$ cat src/rtl/uart_pkg.sv
// Shared types and width helpers for the UART transmit path.
package uart_pkg;

  typedef enum logic [2:0] {
    TX_IDLE,
    TX_START,
    TX_DATA,
    TX_PARITY,
    TX_STOP
  } tx_state_e;

  // Bit-index width; a floor of 1 keeps the vector legal for any DATA_BITS.
  function automatic int bit_cnt_w(input int data_bits);
    return (data_bits > 1) ? $clog2(data_bits) : 1;
  endfunction

  function automatic int baud_cnt_w(input int clks_per_bit);
    return (clks_per_bit > 1) ? $clog2(clks_per_bit) : 1;
  endfunction

endpackage

$ cat src/rtl/uart_baud_tick.sv
// Per-bit baud counter: counts 0..CLKS_PER_BIT-1 while enabled and flags the
// last cycle of each serial bit.
module uart_baud_tick
  import uart_pkg::*;
#(
  parameter int CLKS_PER_BIT = 16
) (
  input  logic clk,
  input  logic reset_n,
  input  logic clear,
  input  logic enable,
  output logic bit_end
);

  localparam int CW = baud_cnt_w(CLKS_PER_BIT);
  localparam logic [CW-1:0] CNT_LAST = CW'(CLKS_PER_BIT - 1);

  logic [CW-1:0] cnt_q;

  always_ff @(posedge clk or negedge reset_n) begin
    if (!reset_n) begin
      cnt_q <= '0;
    end else if (clear) begin
      cnt_q <= '0;
    end else if (enable) begin
      if (cnt_q == CNT_LAST) cnt_q <= '0;
      else                   cnt_q <= cnt_q + CW'(1);
    end
  end

  assign bit_end = enable && (cnt_q == CNT_LAST);

endmodule

$ cat src/rtl/uart_tx_ctrl.sv
// UART transmit controller: serialises one word per accepted handshake as
// start, data (LSB first), optional parity and stop bits on a registered line.
module uart_tx_ctrl
  import uart_pkg::*;
#(
  parameter int DATA_BITS    = 8,
  parameter int CLKS_PER_BIT = 16,
  parameter int PARITY_EN    = 0,
  parameter int PARITY_ODD   = 0,
  parameter int STOP_BITS    = 1
) (
  input  logic                 clk,
  input  logic                 reset_n,
  input  logic                 tx_valid,
  input  logic [DATA_BITS-1:0] tx_data,
  output logic                 tx_ready,
  output logic                 tx,
  output logic                 busy,
  output logic                 tx_done,
  output tx_state_e            state_dbg
);

  localparam int IW = bit_cnt_w(DATA_BITS);
  localparam logic [IW-1:0] IDX_LAST  = IW'(DATA_BITS - 1);
  localparam logic          STOP_LAST = 1'(STOP_BITS - 1);

  if (DATA_BITS < 5 || DATA_BITS > 9) begin : g_bad_data_bits
    $error("uart_tx_ctrl: DATA_BITS must be 5..9");
  end
  if (CLKS_PER_BIT < 2) begin : g_bad_clks
    $error("uart_tx_ctrl: CLKS_PER_BIT must be >= 2");
  end
  if (STOP_BITS < 1 || STOP_BITS > 2) begin : g_bad_stop
    $error("uart_tx_ctrl: STOP_BITS must be 1 or 2");
  end

  tx_state_e            state_q, state_d;
  logic                 tx_q, tx_d;
  logic [DATA_BITS-1:0] shreg_q;
  logic                 parity_q;
  logic [IW-1:0]        bit_idx_q;
  logic                 stop_cnt_q;
  logic                 tx_done_q;

  logic load, shift, idx_inc, stop_inc, stop_clr, done_d;
  logic bit_end;

  uart_baud_tick #(
    .CLKS_PER_BIT(CLKS_PER_BIT)
  ) u_baud (
    .clk     (clk),
    .reset_n (reset_n),
    .clear   (load),
    .enable  (busy),
    .bit_end (bit_end)
  );

  // Handshake: a word transfers on a rising edge where tx_valid && tx_ready;
  // tx_ready is high only in IDLE, so inputs are ignored for the whole frame
  // and the host must hold tx_valid/tx_data stable until that edge.
  always_comb begin
    state_d  = state_q;
    tx_d     = tx_q;
    load     = 1'b0;
    shift    = 1'b0;
    idx_inc  = 1'b0;
    stop_inc = 1'b0;
    stop_clr = 1'b0;
    done_d   = 1'b0;
    unique case (state_q)
      TX_IDLE: begin
        tx_d = 1'b1;
        if (tx_valid) begin
          state_d = TX_START;
          tx_d    = 1'b0;
          load    = 1'b1;
        end
      end
      TX_START: begin
        if (bit_end) begin
          state_d = TX_DATA;
          tx_d    = shreg_q[0];
        end
      end
      TX_DATA: begin
        if (bit_end) begin
          shift = 1'b1;
          if (bit_idx_q == IDX_LAST) begin
            if (PARITY_EN != 0) begin
              state_d = TX_PARITY;
              tx_d    = parity_q;
            end else begin
              state_d  = TX_STOP;
              tx_d     = 1'b1;
              stop_clr = 1'b1;
            end
          end else begin
            idx_inc = 1'b1;
            tx_d    = shreg_q[1];
          end
        end
      end
      TX_PARITY: begin
        if (bit_end) begin
          state_d  = TX_STOP;
          tx_d     = 1'b1;
          stop_clr = 1'b1;
        end
      end
      TX_STOP: begin
        tx_d = 1'b1;
        if (bit_end) begin
          if (stop_cnt_q == STOP_LAST) begin
            state_d = TX_IDLE;
            done_d  = 1'b1;
          end else begin
            stop_inc = 1'b1;
          end
        end
      end
      default: begin
        state_d = TX_IDLE;
        tx_d    = 1'b1;
      end
    endcase
  end

  always_ff @(posedge clk or negedge reset_n) begin
    if (!reset_n) begin
      state_q    <= TX_IDLE;
      tx_q       <= 1'b1;
      shreg_q    <= '0;
      parity_q   <= 1'b0;
      bit_idx_q  <= '0;
      stop_cnt_q <= 1'b0;
      tx_done_q  <= 1'b0;
    end else begin
      state_q   <= state_d;
      tx_q      <= tx_d;
      tx_done_q <= done_d;
      if (load) begin
        shreg_q    <= tx_data;
        parity_q   <= (^tx_data) ^ (PARITY_ODD != 0);
        bit_idx_q  <= '0;
        stop_cnt_q <= 1'b0;
      end else begin
        if (shift)   shreg_q   <= {1'b0, shreg_q[DATA_BITS-1:1]};
        if (idx_inc) bit_idx_q <= bit_idx_q + IW'(1);
        if (stop_clr)      stop_cnt_q <= 1'b0;
        else if (stop_inc) stop_cnt_q <= 1'b1;
      end
    end
  end

  assign tx_ready  = (state_q == TX_IDLE);
  assign busy      = !tx_ready;
  assign tx        = tx_q;
  assign tx_done   = tx_done_q;
  assign state_dbg = state_q;

endmodule
$ cat config.mk
export PLATFORM = sky130hd
export DESIGN_NAME = uart_tx_ctrl
export DESIGN_NICKNAME = d
export VERILOG_FILES = /design/src/rtl/uart_pkg.sv /design/src/rtl/uart_baud_tick.sv /design/src/rtl/uart_tx_ctrl.sv
export SDC_FILE = /design/constraint.sdc
export NUM_CORES = 1
export LEC_CHECK = 0
export CAP_MARGIN = 20
export CORE_MARGIN = 2
export CORE_UTILIZATION = 35
export CTS_CLUSTER_DIAMETER = 60
export DETAILED_ROUTE_END_ITERATION = 6
export REMOVE_ABC_BUFFERS = 1
export SKIP_CTS_REPAIR_TIMING = 1
export SLEW_MARGIN = 40
export SYNTH_ARGS = -nofsm -noshare
export SYNTH_HDL_FRONTEND = slang
export SYNTH_SLANG_ARGS = --single-unit
$ cat constraint.sdc
create_clock -name clk -period 2.2 [get_ports clk]
set_clock_uncertainty 0.1 [all_clocks]
set_input_delay 0.22 -clock clk [delete_from_list [all_inputs] [get_ports clk]]
set_output_delay 0.22 -clock clk [all_outputs]
set_load 0.02 [all_outputs]
Yosys cells after proc, flatten, opt, wreduce, memory -nomap -nowiden
Index checks and enable logic that the tools add are counted.

Register bits after elaboration: 21. Input port bits: 11.

$add $sub $neg: 2. Equal/unequal tests: 14. Mux-type cells: 40. Reductions and logical operators: 8.

Operators with widths (number): $mux W3 (9); $mux W1 (23); $mux W8 (2); $pmux W3 S5 (1); $ne A2 B2 Y1 const B (7); $mux W4 (3); $reduce_and A7 Y1 (1); $eq A3 B2 Y1 const B (2); $eq A3 B3 Y1 const B (2); $add A4 B1 Y4 const B (1); $eq A4 B4 Y1 const B (1); $pmux W1 S4 (1); $reduce_bool A2 Y1 (2); $add A3 B1 Y3 const B (1); $eq A3 B1 Y1 const B (1); $logic_not A3 Y1 (1); $reduce_and A3 Y1 (1); $reduce_bool A3 Y1 (1); $ne A2 B1 Y1 const B (1); $pmux W1 S2 (1); $logic_and A1 B1 Y1 (1); $logic_not A1 Y1 (1).

Logic depth before layout (Yosys ltp)
Gate-level depths: netlist of the first run.

Depth in word-level cells: 8. Mapped depth: 6. Mapped depth without buffers: 5.

Hierarchy
Synthesis of the first run repeated with hierarchy kept, for this count alone.

Cell total of the unflattened synthesis: 101. Area, all modules: 1107.3 um2.

By module, submodules not included: uart_tx_ctrl (times used 1, cells each 80, area each 905.9 um2, sequential area each 426.7 um2); uart_baud_tick (times used 1, cells each 21, area each 201.4 um2, sequential area each 100.1 um2).

Least setup slack after synthesis of the first run
OpenSTA, ideal clock, no wires.

Kind: register -> register. Start: register state_q[0], in the netlist state_dbg[0]. End: register u_baud.cnt_q[3]. Setup time: 0.135 ns. Arrival: 1.615 ns. Setup slack: 0.351 ns. Stages on the path, launching flop included: 6. Buffers on the path: 1. Clock period less this slack: 1.849 ns. Cell sequence: dfrtp_1 buf_6 nor3_4 clkinv_1 o211ai_1 o211ai_1.

Longest elaborated chain between the ends: 3. Elaborated cells on any way between the ends: 4. Those cells by class: eq/ne: 1; mux: 2; reduce/logical: 1.

Ends and longest elaborated chain: start, declared (line uart_tx_ctrl.sv:37) `tx_state_e state_q, state_d;`; start signal, assigned (line uart_tx_ctrl.sv:138) `state_q <= state_d;`; $logic_not A3 Y1 (*) (line uart_tx_ctrl.sv:155) `assign tx_ready = (state_q == TX_IDLE);`; named net tx_ready (line uart_tx_ctrl.sv:16) `output logic tx_ready,`; $mux W1 (line uart_tx_ctrl.sv:70) `unique case (state_q)`; $ne A2 B1 Y1 (no line) or $mux W4 (tied branches); end signal, assigned (line uart_baud_tick.sv:27) `else cnt_q <= cnt_q + CW'(1);`; end, declared (line uart_baud_tick.sv:18) `logic [CW-1:0] cnt_q;`.

Mark *: on every way through the listed nets, which the timed path passes. The rest lies on a longest branch. A chain may end at the register's enable or synchronous reset.

Worst setup path after layout of the first run
Start: register state_q[1], in the netlist state_dbg[1]. End: output busy.

Longest elaborated chain between the ends: 2.

Ends and longest elaborated chain: $logic_not A3 Y1 (line uart_tx_ctrl.sv:155); $logic_not A1 Y1 (line uart_tx_ctrl.sv:156) `assign busy = !tx_ready;`; end, declared (line uart_tx_ctrl.sv:18) `output logic busy,`.

Every way passes these cells.

==> results of run 1 <==
-- worst max-delay path: cells and delay by family (launching register included) --
kind / cells / cell delay [ns]
buf+inv: 2 / 0.66
flops: 1 / 0.53
simple gates: 1 / 0.27
-- metrics by stage --
step	power, mW	util
5_1_grt	1.68	0.451
6_report	1.53	0.451
3_3_place_gp	1.33	0.442
2_1_floorplan	1.10	-
3_5_place_dp	1.36	0.442
4_1_cts	1.55	0.450
-- per-layer routing --
| layer | part of all wire | up-vias | global-route usage |
|---|---|---|---|
| li1 | - | 474 | - |
| met1 | 0.49 | 451 | 0.200 |
| met2 | 0.47 | 20 | 0.255 |
| met3 | 0.039 | 0 | 0.0378 |
| met4 | 0 | 0 | 0.0186 |
| met5 | 0 | - | 0 |
-- logic make-up (layout without fill, tap and decap cells) --
logic type | count (synthesis) | in the layout | share of synthesized area
AOI/OAI and AO/OA | 26 | 26 | 0.151
adders and majority gates | 3 | 3 | 0.0328
buffers and inverters | 11 | 31 | 0.0602
DFF | 21 | 21 | 0.461
and+or+nand+nor | 58 | 58 | 0.295
-- how the worst max path moves through the flow --
stage	startpoint	to	slack, ns	cells past startpoint
6_report	state_dbg[1]	busy	0.11	3
4_1_cts	state_dbg[1]	busy	0.007	3
3_3_place_gp	state_dbg[1]	busy	0.38	3
3_5_place_dp	state_dbg[1]	busy	0.36	3
5_1_grt	state_dbg[1]	busy	0.03	3
2_1_floorplan	state_dbg[0]	u_baud.cnt_q[3]	0.34	4
-- flip-flops by register name, indices dropped and copies added (netlist names) --
name,count
bit_idx_q,3
shreg_q,8
state_dbg,3
stop_cnt_q,1
tx,1
tx_done,1
u_baud.cnt_q,4
-- cells in the mapped netlist (all sizes together) --
library cell   n  share of area
nand2         23          0.075
dfrtp         20           0.44
nand3         12          0.053
o211ai        10          0.066
a21oi          5          0.022
buf            5          0.040
o21ai          5          0.022
nor2           4          0.013
ha             3          0.033
inv            3         0.0098
nand3b         3          0.020
nand4          3          0.016
and3           2          0.011
clkbuf         2         0.0066
nor2b          2          0.011
nor3           2          0.019
nor4           2          0.016
or4b           2          0.024
a211o          1         0.0077
a22oi          1         0.0066
a31oi          1         0.0055
and2           1         0.0055
clkinv         1         0.0033
dfstp          1          0.023
nor3b          1          0.011
nor4b          1          0.021
o31a           1         0.0077
o31ai          1         0.0066
o41ai          1         0.0077
-- area by class of cell --
class / instances / area (um2) / share of cell area
clock buffer: 4 / 26.3 / 0.0189
sequential: 21 / 528 / 0.381
timing repair buffer: 23 / 215 / 0.155
tap: 44 / 55.1 / 0.0397
inverter: 4 / 15.0 / 0.0108
multi-input combinational: 87 / 548 / 0.395
-- power by group through the flow --
stage | Sequential (mW) | Combinational (mW) | Clock (mW)
global route | 0.713 | 0.743 | 0.220
floorplan | 0.710 | 0.387 | 0
global placement | 0.684 | 0.649 | 0
finish | 0.685 | 0.660 | 0.189
detailed placement | 0.692 | 0.663 | 0
CTS | 0.683 | 0.667 | 0.198
==> run metrics, run 1 <==
largest stage delay on the critical path=0.55 ns; Worst Path Max Fanout=12; routed vias/inst=5.16; clock network latency to the later pin of the worst-skew pair=0.31 ns; final critical-path share of the clock period=0.951; internal cell power=925 uW; average instance area after synthesis=9.61 um2; startpoint kind of the worst setup timing path=flop; final net count=154; antenna diode count=0; die height=61.2 um; kind of critical path=flop to output pin; maximum number of pins on one net before global-route repair=16; ratio of total power to cell area=1100 nW/um2; die width=61.2 um; Worst Setup Slack, final=0.109 ns; initial standard-cell utilization of the core=0.372; Site Rows=20; portion of total power attributed to sequential cells=0.447; slew at the pin closest to its max-slew limit=0.651 ns; total net switching power=608 uW; reg-to-reg endpoint=bit_idx_q[1]; commonest non-fill, non-tap cells in the layout=nand2_1 (23), dfrtp_1 (19), clkdlybuf4s50_1 (17); area of the placeable core=3080 um2; most common cell after layout, fill and taps aside=nand2_1; path depth of the worst reg2reg path=5; number of cells produced by synthesis=119; DR WL/cell=13.3 um; netlist area before placement=1140 um2; aggregate negative setup slack=0 ns; Pleak=0.576 nW; portion of total power attributed to the clock network=0.123; CTS Buffer Depth=2; Inst Count DP=179; outcome=completed; final RePlAce weighted congestion=0.810; max capacitance violation total=0; required time at the endpoint of the critical path=1.88 ns; worst rel slew slack=0.562; fillcell total=307; sequence of cells on the critical path=nor3_4 -> clkinv_1 -> clkdlybuf4s50_1; total routed wirelength=2.44 mm; antenna violations before repair=0; Max Fclk=478 MHz; Period minus WS final=2.09 ns; vias in the first global route=920; H-tree depth reported by CTS=1; post-detailed-route count of antenna-violating nets=0; Detail Placement HPWL=1.80 mm; Layout Cell Area excl Fill=1390 um2; max-slew violations=0; placed cell area=1360 um2; final cell count without fillers=183; endpoints failing setup=0; post-synthesis cell type count=33; clock buffers created by TritonCTS=3; wire length of the first global-routing pass=4.24 mm; critical path arrival=1.77 ns; Min-Delay Path Class=input pin to asynchronous set/reset pin; critical path's slowest cell=clkdlybuf4s50_1; input/output buffers=17; worst IR drop on VDD=0.411 mV; endpoint class of the critical path=output pin; number of warnings issued by yosys=0; root buf cell=clkbuf_4; WHS=0.142 ns; DRT Pass-1 Iters=4; clock-pin slew on the worst setup and hold paths=0.12 ns; clk sink count=21; global route total overflow=0; count of final hold-check violations=0; area of the die=3740 um2; minimum setup slack among reg-to-reg paths=0.38 ns; layout cell share with drive strength beyond 1=0.122; violation count after the first detailed-routing iteration=34; boundary pin count=18; Residual DRC=0; synth-to-layout area growth=21.3%; Place WS=0.361 ns; Sw Share=0.397; proportion of power drawn by combinational gates=0.430; sequential area share after synthesis=0.461; FF+latch count, synth=21; Crit Reg-Reg Startpoint=bit_idx_q[0]; setup repair after global routing missed its margin=no; CTS tree=built; total global-route track usage=0.150; routed via count=945
(Power assumes the default switching activity.)
==> inputs of run 2 (changes only) <==
SYNTH_HIERARCHICAL = 1   (was not set)
==> run 2 against run 1 <==
Routed wire length is 9.5% lower; worst hold slack better by 0.048 ns; first-iteration DRC count is 68% lower; die area is 3.0% lower; clock power is 3% lower; count of clock-buffer cells in the layout stayed put; power is 2.1% lower; cell area is 1.4% higher; sequential cell count stayed put; largest cell class unchanged; largest power group is now combinational logic.
==> run metrics, run 2 <==
antenna diode count=0; Inst Count DP=164; total global-route track usage=0.140; total routed wirelength=2.21 mm; input/output buffers=17; outcome=completed; CTS tree=built; antenna violations before repair=0; commonest non-fill, non-tap cells in the layout=dfrtp_1 (20), clkdlybuf4s50_1 (17), mux2_2 (14); Crit Reg-Reg Startpoint=state_dbg[1]; reg-to-reg endpoint=shreg_q[3]; DRT Pass-1 Iters=4; top cells by area in the synthesized netlist=dfrtp_1 (45%), mux2_2 (14%), ha_1 (4.5%), o21ai_0 (3.6%), a21oi_1 (3.2%); final cell count without fillers=168; setup repair after global routing missed its margin=no; H-tree depth reported by CTS=1; Worst Path Max Fanout=4; maximum number of pins on one net before global-route repair=19; proportion of synthesized flip-flops having asynchronous set or reset=1.00; final net count=140; number of flip-flops in the largest register=8; Site Rows=20; die width=60.2 um; Most used DFF post-synth=dfrtp_1; Top Registers=shreg_q: 8 flops, u_baud/cnt_q: 4 flops; vias in the first global route=798; FF+latch count, synth=21; routed vias/inst=4.86; initial standard-cell utilization of the core=0.366; critical path arrival=1.72 ns; minimum setup slack among reg-to-reg paths=0.27 ns; required time at the endpoint of the critical path=1.88 ns; number of cells produced by synthesis=101; Period minus WS final=2.04 ns; die height=60.2 um; kind of critical path=flop to output pin; synth-to-layout area growth=27.0%; global route total overflow=0; routed via count=817; CTS Buffer Depth=2; Residual DRC=0; post-synthesis cell type count=32; Final Power=1.50 mW; final critical-path share of the clock period=0.929; final RePlAce weighted congestion=0.696; area share of the leading cell type in the synthesized netlist=0.452; EDFF count, synth=0; path depth of the worst reg2reg path=5; layout cell share with drive strength beyond 1=0.242; leading cell types by count after synthesis=dfrtp_1 (20), mux2_2 (14), nor2_1 (9); clock buffers created by TritonCTS=3; count of final hold-check violations=0; netlist area before placement=1110 um2; violation count after the first detailed-routing iteration=11; Detail Placement HPWL=1.57 mm; sequential area share after synthesis=0.476; ratio of total power to cell area=1070 nW/um2; Max Fclk=489 MHz; post-synthesis cell type with the largest combined area=dfrtp_1; max-slew violations=0; fillcell total=295; area of the placeable core=3030 um2; max capacitance violation total=0; startpoint kind of the worst setup timing path=flop; Min-Delay Path Class=input pin to asynchronous set/reset pin; DR WL/cell=13.1 um; wire length of the first global-routing pass=3.71 mm; area of the die=3630 um2; Top reg by flops=shreg_q; cell with the most instances after synthesis=dfrtp_1; clock-pin slew on the worst setup and hold paths=0.12 ns; clk sink count=21; endpoint class of the critical path=output pin; endpoints failing setup=0; slew at the pin closest to its max-slew limit=0.608 ns; number of warnings issued by yosys=6; Pleak=0.602 nW; boundary pin count=18; worst rel slew slack=0.593; worst IR drop on VDD=0.395 mV; root buf cell=clkbuf_4; average instance area after synthesis=11.0 um2; post-detailed-route count of antenna-violating nets=0; most common cell after layout, fill and taps aside=dfrtp_1; clock network latency to the later pin of the worst-skew pair=0.29 ns
[run 2: per-layer routing]
metal,vias up,track usage,wire length [um]
li1,409,-,-
met1,388,0.198,1080
met2,18,0.213,1030
met3,2,0.0195,77
met4,0,0.0571,19
met5,-,0,0
[run 2: worst max path at each step]
stage | startpoint | end | slack [ns]
2_1_floorplan | state_dbg[0] | shreg_q[0] | -0.55
3_3_place_gp | tx_valid | shreg_q[1] | 0.21
3_5_place_dp | u_baud/cnt_q[0] | shreg_q[3] | 0.17
4_1_cts | state_dbg[0] | busy | 0.06
5_1_grt | state_dbg[0] | busy | 0.02
6_report | state_dbg[0] | busy | 0.16
[run 2: cell type report]
type	count	area [um2]	share of cell area
inverters	2	7.51	0.00534
repair buffers	24	235	0.167
multi-input cells	73	556	0.395
well taps	44	55.1	0.0391
clock buffers	4	26.3	0.0187
flip-flops and latches	21	527	0.375
[run 2: critical path, stage by stage, from the launching register on]
cell             delay, ns
dfrtp_1               0.44
nor3_2                0.21
inv_1                 0.09
buf_4                 0.16
clkdlybuf4s50_1       0.53
[run 2: metrics by stage]
step | utilization | setup TNS [ns] | cell area [um2] | setup WS, ns | hold slack, ns
final | 0.464 | 0 | 1410 | 0.157 | 0.190
after global placement | 0.452 | 0 | 1370 | 0.214 | 0.387
after CTS | 0.461 | 0 | 1400 | 0.0628 | 0.198
after global routing | 0.464 | 0 | 1410 | 0.0208 | 0.216
after detailed placement | 0.452 | 0 | 1370 | 0.174 | 0.395
after floorplan | - | -5.08 | 1080 | -0.555 | -0.176
[run 2: where the power goes]
group | internal [mW] | leakage, nW | switching [mW]
Sequential | 0.532 | 0.264 | 0.101
Combinational | 0.361 | 0.323 | 0.322
Clock | 0.0705 | 0.0150 | 0.114
Total | 0.963 | 0.602 | 0.537
[run 2: logic make-up (layout without fill, tap and decap cells)]
family          Yosys count  in the layout  share of synthesized area
xor+xnor                  1              1                    0.00791
compound gates           20             20                      0.103
buf+inv                   7             30                     0.0328
mux                      17             17                      0.169
flops                    21             21                      0.476
simple gates             31             31                      0.166
fa+ha+maj                 4              4                     0.0452
